[src/rtl/mips_mem_pkg.sv]
// Shared memory-side types and helpers for the MIPS core: port identifiers,
// default ROM widths and the byte-to-word address conversion.
package mips_mem_pkg;

  localparam int ROM_ADDR_W = 32;
  localparam int ROM_DATA_W = 32;

  typedef enum logic {
    PORT_IF = 1'b0,
    PORT_LS = 1'b1
  } port_id_t;

  // Wide enough for any realistic address width; callers cast in and out.
  function automatic logic [63:0] word_index(input logic [63:0] byte_addr);
    return byte_addr >> 2;
  endfunction

  function automatic logic is_misaligned(input logic [1:0] addr_lo);
    return addr_lo != 2'b00;
  endfunction

endpackage

[src/rtl/rom_grant_sel.sv]
// Combinational fetch-priority picker with a load anti-starvation override.
// Output is one-hot: bit PORT_IF for fetch, bit PORT_LS for load/store.
module rom_grant_sel
  import mips_mem_pkg::*;
#(
  parameter int FETCH_BURST = 4,
  parameter int CNT_W       = 3
) (
  input  logic             if_req,
  input  logic             ls_req,
  input  logic [CNT_W-1:0] burst_cnt,
  output logic [1:0]       gnt
);

  logic burst_full;

  assign burst_full = (burst_cnt == CNT_W'(FETCH_BURST));

  always_comb begin
    gnt = 2'b00;
    if (if_req && !(ls_req && burst_full)) begin
      gnt[PORT_IF] = 1'b1;
    end else if (ls_req) begin
      gnt[PORT_LS] = 1'b1;
    end
  end

endmodule

[src/rtl/rom_port_arbiter.sv]
// Arbitrates the single-ported synchronous ROM between instruction fetch and
// load/store, then steers the registered read data back to the granted port.
module rom_port_arbiter
  import mips_mem_pkg::*;
#(
  parameter int ADDR_W      = ROM_ADDR_W,
  parameter int DATA_W      = ROM_DATA_W,
  parameter int FETCH_BURST = 4
) (
  input  logic              clk,
  input  logic              rst_n,
  input  logic              if_req,
  input  logic [ADDR_W-1:0] if_addr,
  output logic              if_gnt,
  output logic              if_rvalid,
  output logic [DATA_W-1:0] if_rdata,
  output logic              if_err,
  input  logic              ls_req,
  input  logic [ADDR_W-1:0] ls_addr,
  output logic              ls_gnt,
  output logic              ls_rvalid,
  output logic [DATA_W-1:0] ls_rdata,
  output logic              ls_err,
  output logic [ADDR_W-1:0] rom_a,
  input  logic [DATA_W-1:0] rom_rd
);

  localparam int CNT_W = (FETCH_BURST < 1) ? 1 : $clog2(FETCH_BURST + 1);

  function automatic logic [CNT_W-1:0] sat_inc(input logic [CNT_W-1:0] cnt);
    if (cnt >= CNT_W'(FETCH_BURST)) begin
      return CNT_W'(FETCH_BURST);
    end
    return cnt + CNT_W'(1);
  endfunction

  logic [CNT_W-1:0]  burst_cnt;
  logic [CNT_W-1:0]  burst_nxt;
  logic              if_req_p0;
  logic              ls_req_p0;
  logic [1:0]        gnt_p0;
  logic              any_gnt_p0;
  logic [ADDR_W-1:0] sel_addr_p0;
  logic              err_p0;
  logic              pend_v_p1;
  port_id_t          pend_port_p1;
  logic              pend_err_p1;

  // ---- p0: grant, ROM address, misalignment ----
  // Requests are masked while in reset so no grant or address leaks out.
  assign if_req_p0 = if_req & rst_n;
  assign ls_req_p0 = ls_req & rst_n;

  rom_grant_sel #(
    .FETCH_BURST(FETCH_BURST),
    .CNT_W      (CNT_W)
  ) u_grant_sel (
    .if_req   (if_req_p0),
    .ls_req   (ls_req_p0),
    .burst_cnt(burst_cnt),
    .gnt      (gnt_p0)
  );

  assign if_gnt      = gnt_p0[PORT_IF];
  assign ls_gnt      = gnt_p0[PORT_LS];
  assign any_gnt_p0  = |gnt_p0;
  assign sel_addr_p0 = ls_gnt ? ls_addr : if_addr;
  assign err_p0      = any_gnt_p0 && is_misaligned(sel_addr_p0[1:0]);
  assign rom_a       = any_gnt_p0 ? ADDR_W'(word_index(64'(sel_addr_p0))) : '0;

  // Counts fetch grants that pushed a waiting load back; any gap in the
  // load request or a load grant restarts the window.
  always_comb begin
    burst_nxt = burst_cnt;
    if (!ls_req_p0 || ls_gnt) begin
      burst_nxt = '0;
    end else if (if_gnt) begin
      burst_nxt = sat_inc(burst_cnt);
    end
  end

  // ---- p1: response bookkeeping, aligned with ROM read data ----
  always_ff @(posedge clk or negedge rst_n) begin
    if (!rst_n) begin
      burst_cnt    <= '0;
      pend_v_p1    <= 1'b0;
      pend_port_p1 <= PORT_IF;
      pend_err_p1  <= 1'b0;
    end else begin
      burst_cnt    <= burst_nxt;
      pend_v_p1    <= any_gnt_p0;
      pend_port_p1 <= ls_gnt ? PORT_LS : PORT_IF;
      pend_err_p1  <= err_p0;
    end
  end

  assign if_rvalid = pend_v_p1 && (pend_port_p1 == PORT_IF);
  assign ls_rvalid = pend_v_p1 && (pend_port_p1 == PORT_LS);
  assign if_err    = if_rvalid && pend_err_p1;
  assign ls_err    = ls_rvalid && pend_err_p1;
  assign if_rdata  = (if_rvalid && !pend_err_p1) ? rom_rd : '0;
  assign ls_rdata  = (ls_rvalid && !pend_err_p1) ? rom_rd : '0;

endmodule

[config.mk]
export PLATFORM = sky130hd
export DESIGN_NAME = rom_port_arbiter
export DESIGN_NICKNAME = d
export VERILOG_FILES = /design/src/rtl/mips_mem_pkg.sv /design/src/rtl/rom_grant_sel.sv /design/src/rtl/rom_port_arbiter.sv
export SDC_FILE = /design/constraint.sdc
export NUM_CORES = 1
export LEC_CHECK = 0
export BUFFER_PORTS_ARGS = -buffer_cell sky130_fd_sc_hd__buf_2
export CORE_AREA = 5 5 75 77
export CTS_CLUSTER_SIZE = 24
export DETAILED_ROUTE_END_ITERATION = 16
export DIE_AREA = 0 0 80 82
export MAX_ROUTING_LAYER = met4
export PLACE_DENSITY = 0.74
export SYNTH_ARGS = -nofsm -noshare
export SYNTH_HDL_FRONTEND = slang
export SYNTH_SLANG_ARGS = --single-unit
export TNS_END_PERCENT = 5
[constraint.sdc]
create_clock -name clk -period 4.15 [get_ports clk]
set_input_delay 0.6225 -clock clk [delete_from_list [all_inputs] [get_ports clk]]
set_output_delay 0.6225 -clock clk [all_outputs]
set_load 0.01 [all_outputs]
# ---- Word level (Yosys, flattened, before mapping)
# Cells that the tools add are included.
# W data, S select, Z words.
dict set report word_totals {
  word_cells 41
  output_inout_bits 102
  inputBits 100
  regBits 6
}
dict set report classes {
  bitwise 3
  reduce_logical 16
  n_eq_ne 1
  muxes 15
  addsub 1
  n_lt_le_gt_ge 1
}
# operator n
set op_table {}
lappend op_table {{$mux W32} 3}
lappend op_table {{$mux W30} 1}
lappend op_table {{$mux W3} 4}
lappend op_table {{$logic_and A1 B1 Y1} 9}
lappend op_table {{$mux W1} 7}
lappend op_table {{$reduce_bool A2 Y1} 2}
lappend op_table {{$add A3 B1 Y3 const B} 1}
lappend op_table {{$eq A3 B3 Y1 const B} 1}
lappend op_table {{$ge A3 B3 Y1 const B} 1}
lappend op_table {{$logic_not A1 Y1} 3}
lappend op_table {{$and A1 B1 Y1} 2}
lappend op_table {{$reduce_or A2 Y1} 1}
lappend op_table {{$logic_or A1 B1 Y1} 1}
lappend op_table {{$not A1 Y1} 1}

# ---- Logic depth before layout (Yosys ltp)
dict set report depth {
  word_depth 10
  mapped_depth 7
  mapped_depth_nobuf 5
}

# ---- Modules after synthesis
# From an unflattened synthesis, not the netlist that was laid out.
dict set report hier_totals {
  hier_cells 146
  hier_area_um2 1146.1
}
# module instances seq_area_each_um2 area_per_inst_um2 cells_each
set by_module_without_submodules {}
lappend by_module_without_submodules {rom_port_arbiter 1 150.1 1113.6 142}
lappend by_module_without_submodules {rom_grant_sel 1 0.0 32.5 4}

# ---- Least setup slack after synthesis
# OpenSTA, ideal clock, no wires.
dict set report synth_path {
  kind {input to output}
  from {input port ls_req}
  to {output port rom_a[20]}
  required_time_ns 3.527
  stages 6
  path_buffers 3
  arrival_ns 1.472
  path_slack_ns 2.056
  cell_sequence {and2_1 buf_2 and2_1 buf_6 buf_6 o21ai_2}
}
dict set report synth_via {
  elab_chain_len 7
  elab_cells_between_ends 10
  cone_classes {5 x mux; 1 x bitwise; 4 x reduce/logical}
}
# element line
set synth_lines {}
lappend synth_lines {{start: declaration} rom_port_arbiter.sv:18} ;# input logic ls_req,
lappend synth_lines {{$and A1 B1 Y1 *} rom_port_arbiter.sv:52} ;# assign ls_req_p0 = ls_req & rst_n;
lappend synth_lines {{$logic_and A1 B1 Y1} rom_grant_sel.sv:21} ;# if (if_req && !(ls_req && burst_full)) begin
lappend synth_lines {{$logic_not A1 Y1} rom_grant_sel.sv:21}
lappend synth_lines {{$logic_and A1 B1 Y1} rom_grant_sel.sv:21}
lappend synth_lines {{$mux W1 *} rom_grant_sel.sv:21}
lappend synth_lines {{via ls_gnt} rom_port_arbiter.sv:20} ;# output logic ls_gnt,
lappend synth_lines {{$mux W32 or $reduce_or A2 Y1 (tied branches)} {rom_port_arbiter.sv:67, rom_port_arbiter.sv:66}}
lappend synth_lines {{$mux W30 *} rom_port_arbiter.sv:69} ;# assign rom_a = any_gnt_p0 ? ADDR_W'(word_index(64'(sel_addr_p0))) : '0;
lappend synth_lines {{end: declaration} rom_port_arbiter.sv:24} ;# output logic [ADDR_W-1:0] rom_a,
# The timed path passes the listed nets; every way through them passes the cells marked *.

# ---- Worst setup path in the final report
dict set report layout_path {
  from {register burst_cnt[0]}
  to {output port rom_a[29]}
}
dict set report layout_via {
  elab_chain_len 7
  elab_cells_between_ends 9
  cone_classes {1 x eq/ne; 4 x mux; 4 x reduce/logical}
}
# element line
set layout_lines {}
lappend layout_lines {{start: declaration} rom_port_arbiter.sv:37} ;# logic [CNT_W-1:0] burst_cnt;
lappend layout_lines {{start signal: assignment} rom_port_arbiter.sv:90} ;# burst_cnt <= burst_nxt;
lappend layout_lines {{$eq A3 B3 Y1 *} rom_grant_sel.sv:17} ;# assign burst_full = (burst_cnt == CNT_W'(FETCH_BURST));
lappend layout_lines {{$logic_and A1 B1 Y1 *} rom_grant_sel.sv:21}
lappend layout_lines {{$logic_not A1 Y1 *} rom_grant_sel.sv:21}
lappend layout_lines {{$logic_and A1 B1 Y1 *} rom_grant_sel.sv:21}
lappend layout_lines {{$mux W1} rom_grant_sel.sv:21}
lappend layout_lines {{$mux W32 or $reduce_or A2 Y1 (tied branches)} {rom_port_arbiter.sv:67, rom_port_arbiter.sv:66}}
lappend layout_lines {{$mux W30 *} rom_port_arbiter.sv:69}
# Mark *: on every way between the ends. The rest lies on a longest branch, timed or not.

==> impl_metrics.tcl <==
set metrics [dict create \
    synth_xor_area_frac 0 \
    maxCapViolations 0 \
    crit_family "simple AND/OR/NAND/NOR gates" \
    antenna_found_initial 0 \
    synth_mux_area_frac 0.00735 \
    synth_top_area_share 0.312 \
    gp_congestion 0.761 \
    grt_pass1_vias 1908 \
    synthAdderAreaFrac 0.0184 \
    initial_utilization 0.276 \
    cts_root_buf "clkbuf_8" \
    ff2ff_path_depth 5 \
    wl_per_cell_um 12.9 \
    critical_path.slowest_cell "and2_2" \
    syn_inst 205 \
    max_freq_mhz 309 \
    synth_compound_area_frac 0.222 \
    synth.largest_area_cell "and2_1" \
    ys.flop_type "dfrtp_1" \
    synth_cell_types 23 \
    skew_ns 0.00122 \
    ys_ff_latch 6 \
    finalWorstSetupSlack_ns 0.916 \
    portBuffers 199 \
    synth-edff-count 0 \
    ys_warn_count 0 \
    arrival_ns 2.61 \
    final_cell_area_um2 2380 \
    post-dp-hpwl_mm 5.09 \
    yosys-top-cells-area "and2_1 31%, o21ai_2 19%, dfrtp_1 11%, nand3_1 11%, nand2_1 8.5%" \
    async_flop_share 1.00 \
    clkLatencyLatePin_ns 0.22 \
    dr.pass1.iters 4 \
    reg2reg_from "burst_cnt[0]" \
    finalSetupViolCount 0 \
    tns_ns 0 \
    power_density_nw_per_um2 144 \
    busiest_layer "met2" \
    grt_max_degree 34 \
    crit_type "reg2out" \
    ios 202 \
    multi_input_area_um2 1090 \
    status "complete, no violations" \
    p_total_uw 341 \
    final_core_util 0.481 \
    timing.final.crit_period_ns 3.23 \
    nFillCells 531 \
    yosys.area_share.simple 0.543 \
    rsz0062_at_grt "no" \
    grt_use_met3 0.0329 \
    drive_above_1_share 0.605 \
    cts_hold_buf 0 \
    cts_setup_buffers 0 \
    ys_seq_area_frac 0.110 \
    worst_ir_drop_vdd_mv 0.0814 \
    syn_area_um2 1360 \
    cp-end-kind "output port" \
    row_count 26 \
    leakage_nw 1.48 \
    dp_cells 454 \
    area_delta_synth_final_pct 74.4 \
    clkSlewWorstSetupHoldPaths_ns 0.04 \
    cpPeakStageDelay_ns 0.87 \
    nets 491 \
    cp.required_ns 3.53 \
    holdWs_ns 0.236 \
    ff2ff_setup_slack_ns 1.73 \
    coreArea_um2 4940 \
    grt_util_met2 0.287 \
    path_cells "inv_1 -> ha_1 -> a21bo_2 -> and2_2 -> o21ai_0 -> buf_2" \
    cts.repair.resized 0 \
    htree_levels 1 \
    cts_sinks 6 \
    period_share 0.779 \
    n_antenna_cell 0 \
    design.die.area_um2 6560 \
    seq_area_um2 150 \
    place_area_um2 2330 \
    drt_iter0_drc 18 \
    viasPerCell 4.51 \
    relSlewSlack 0.322 \
    overflow 0 \
    dieHeight_um 82 \
    syn_area_per_cell_um2 6.65 \
    cts_buffers 3 \
    grtUsageTotal 0.158 \
    r2r-end "pend_err_p1" \
    grtUsageMet1 0.175 \
    clockBufferDepth 2 \
    drc 0 \
    synth.cells.most_frequent "68 x and2_1, 31 x nand2_1, 30 x nand3_1, 29 x o21ai_2, 13 x clkbuf_1" \
    ant_nets 0 \
    hp-class "in2async" \
    fin_cells 457 \
    yosysMostFrequentCell "and2_1" \
    hold_viol 0 \
    dp_slack_ns 0.902 \
    worstSetupStartpointType "register" \
    cts_tree "built" \
    dieWidth_um 80 \
    tightest_slew_ns 1.02 \
    synth_top_family_by_area "simple AND/OR/NAND/NOR gates" \
    grt_pass1_wl_mm 8.40 \
    finalMaxSlewViolations 0 \
    crit_path_max_fanout 33 \
    drt-total-wl_mm 5.92 \
    path_buf_inv 2 \
    vias 2061 \
]
-- layout by cell type, fill, tap and decap left out --
cell type,instances
clkbuf_8,3
nor2b_1,1
ha_1,2
nor4bb_1,1
and2_1,67
dfrtp_1,6
buf_2,199
o21ai_2,29
buf_4,1
a21bo_2,1
o21a_1,1
conb_1,2
o21ai_0,3
mux2i_1,1
and2_2,1
and3_1,1
and4b_1,1
a31oi_1,1
o211a_1,1
nand2_1,31
and2b_1,2
inv_1,2
nand3_1,30
-- layer usage --
metal | vias to the layer above | wire [um]
met1 | 881 | 2080
met2 | 128 | 3020
met5 | - | 0
met4 | 0 | 113
met3 | 10 | 700
li1 | 1042 | -
-- worst register-to-register path: stages, from the launching register on --
cell     delay (ns)
dfrtp_1        0.39
inv_1          0.07
ha_1           0.16
a21bo_2        0.50
and2_2         0.88
mux2i_1        0.32
-- how the worst max path moves through the flow --
stage	from	slack, ns	to	cells after the start
6_report	burst_cnt[0]	0.92	rom_a[29]	6
4_1_cts	burst_cnt[0]	0.85	rom_a[29]	6
5_1_grt	burst_cnt[0]	0.66	rom_a[29]	6
3_5_place_dp	if_req	0.90	rom_a[29]	5
2_1_floorplan	ls_req	2.06	rom_a[20]	6
3_3_place_gp	if_req	0.90	rom_a[29]	5
-- cell type report --
type | instances | area share
multi-input combinational | 176 | 0.457
tap | 70 | 0.0369
inverter | 2 | 0.00316
clock buffer | 3 | 0.0174
sequential | 6 | 0.0632
timing repair buffer | 200 | 0.422
-- cells by family (layout without fill, tap and decap cells) --
group	after synthesis	after routing
buffers and inverters	24	205
AND/OR/NAND/NOR	135	135
other	1	2
AO/OA/AOI/OAI	36	36
multiplexers	1	1
flip-flops	6	6
adder cells (fa/ha/maj)	2	2
-- registers in the layout (all words and copies together) (netlist names) --
| name | count |
|---|---|
| pend_err_p1 | 1 |
| burst_cnt | 3 |
| pend_port_p1 | 1 |
| pend_v_p1 | 1 |
-- power by group --
group / internal [mW] / switching [mW]
clock network: 0.0622 / 0.0231
logic: 0.0908 / 0.103
registers: 0.0612 / 0.00160
total: 0.214 / 0.127
No activity file was read; power rests on OpenSTA's default activity.
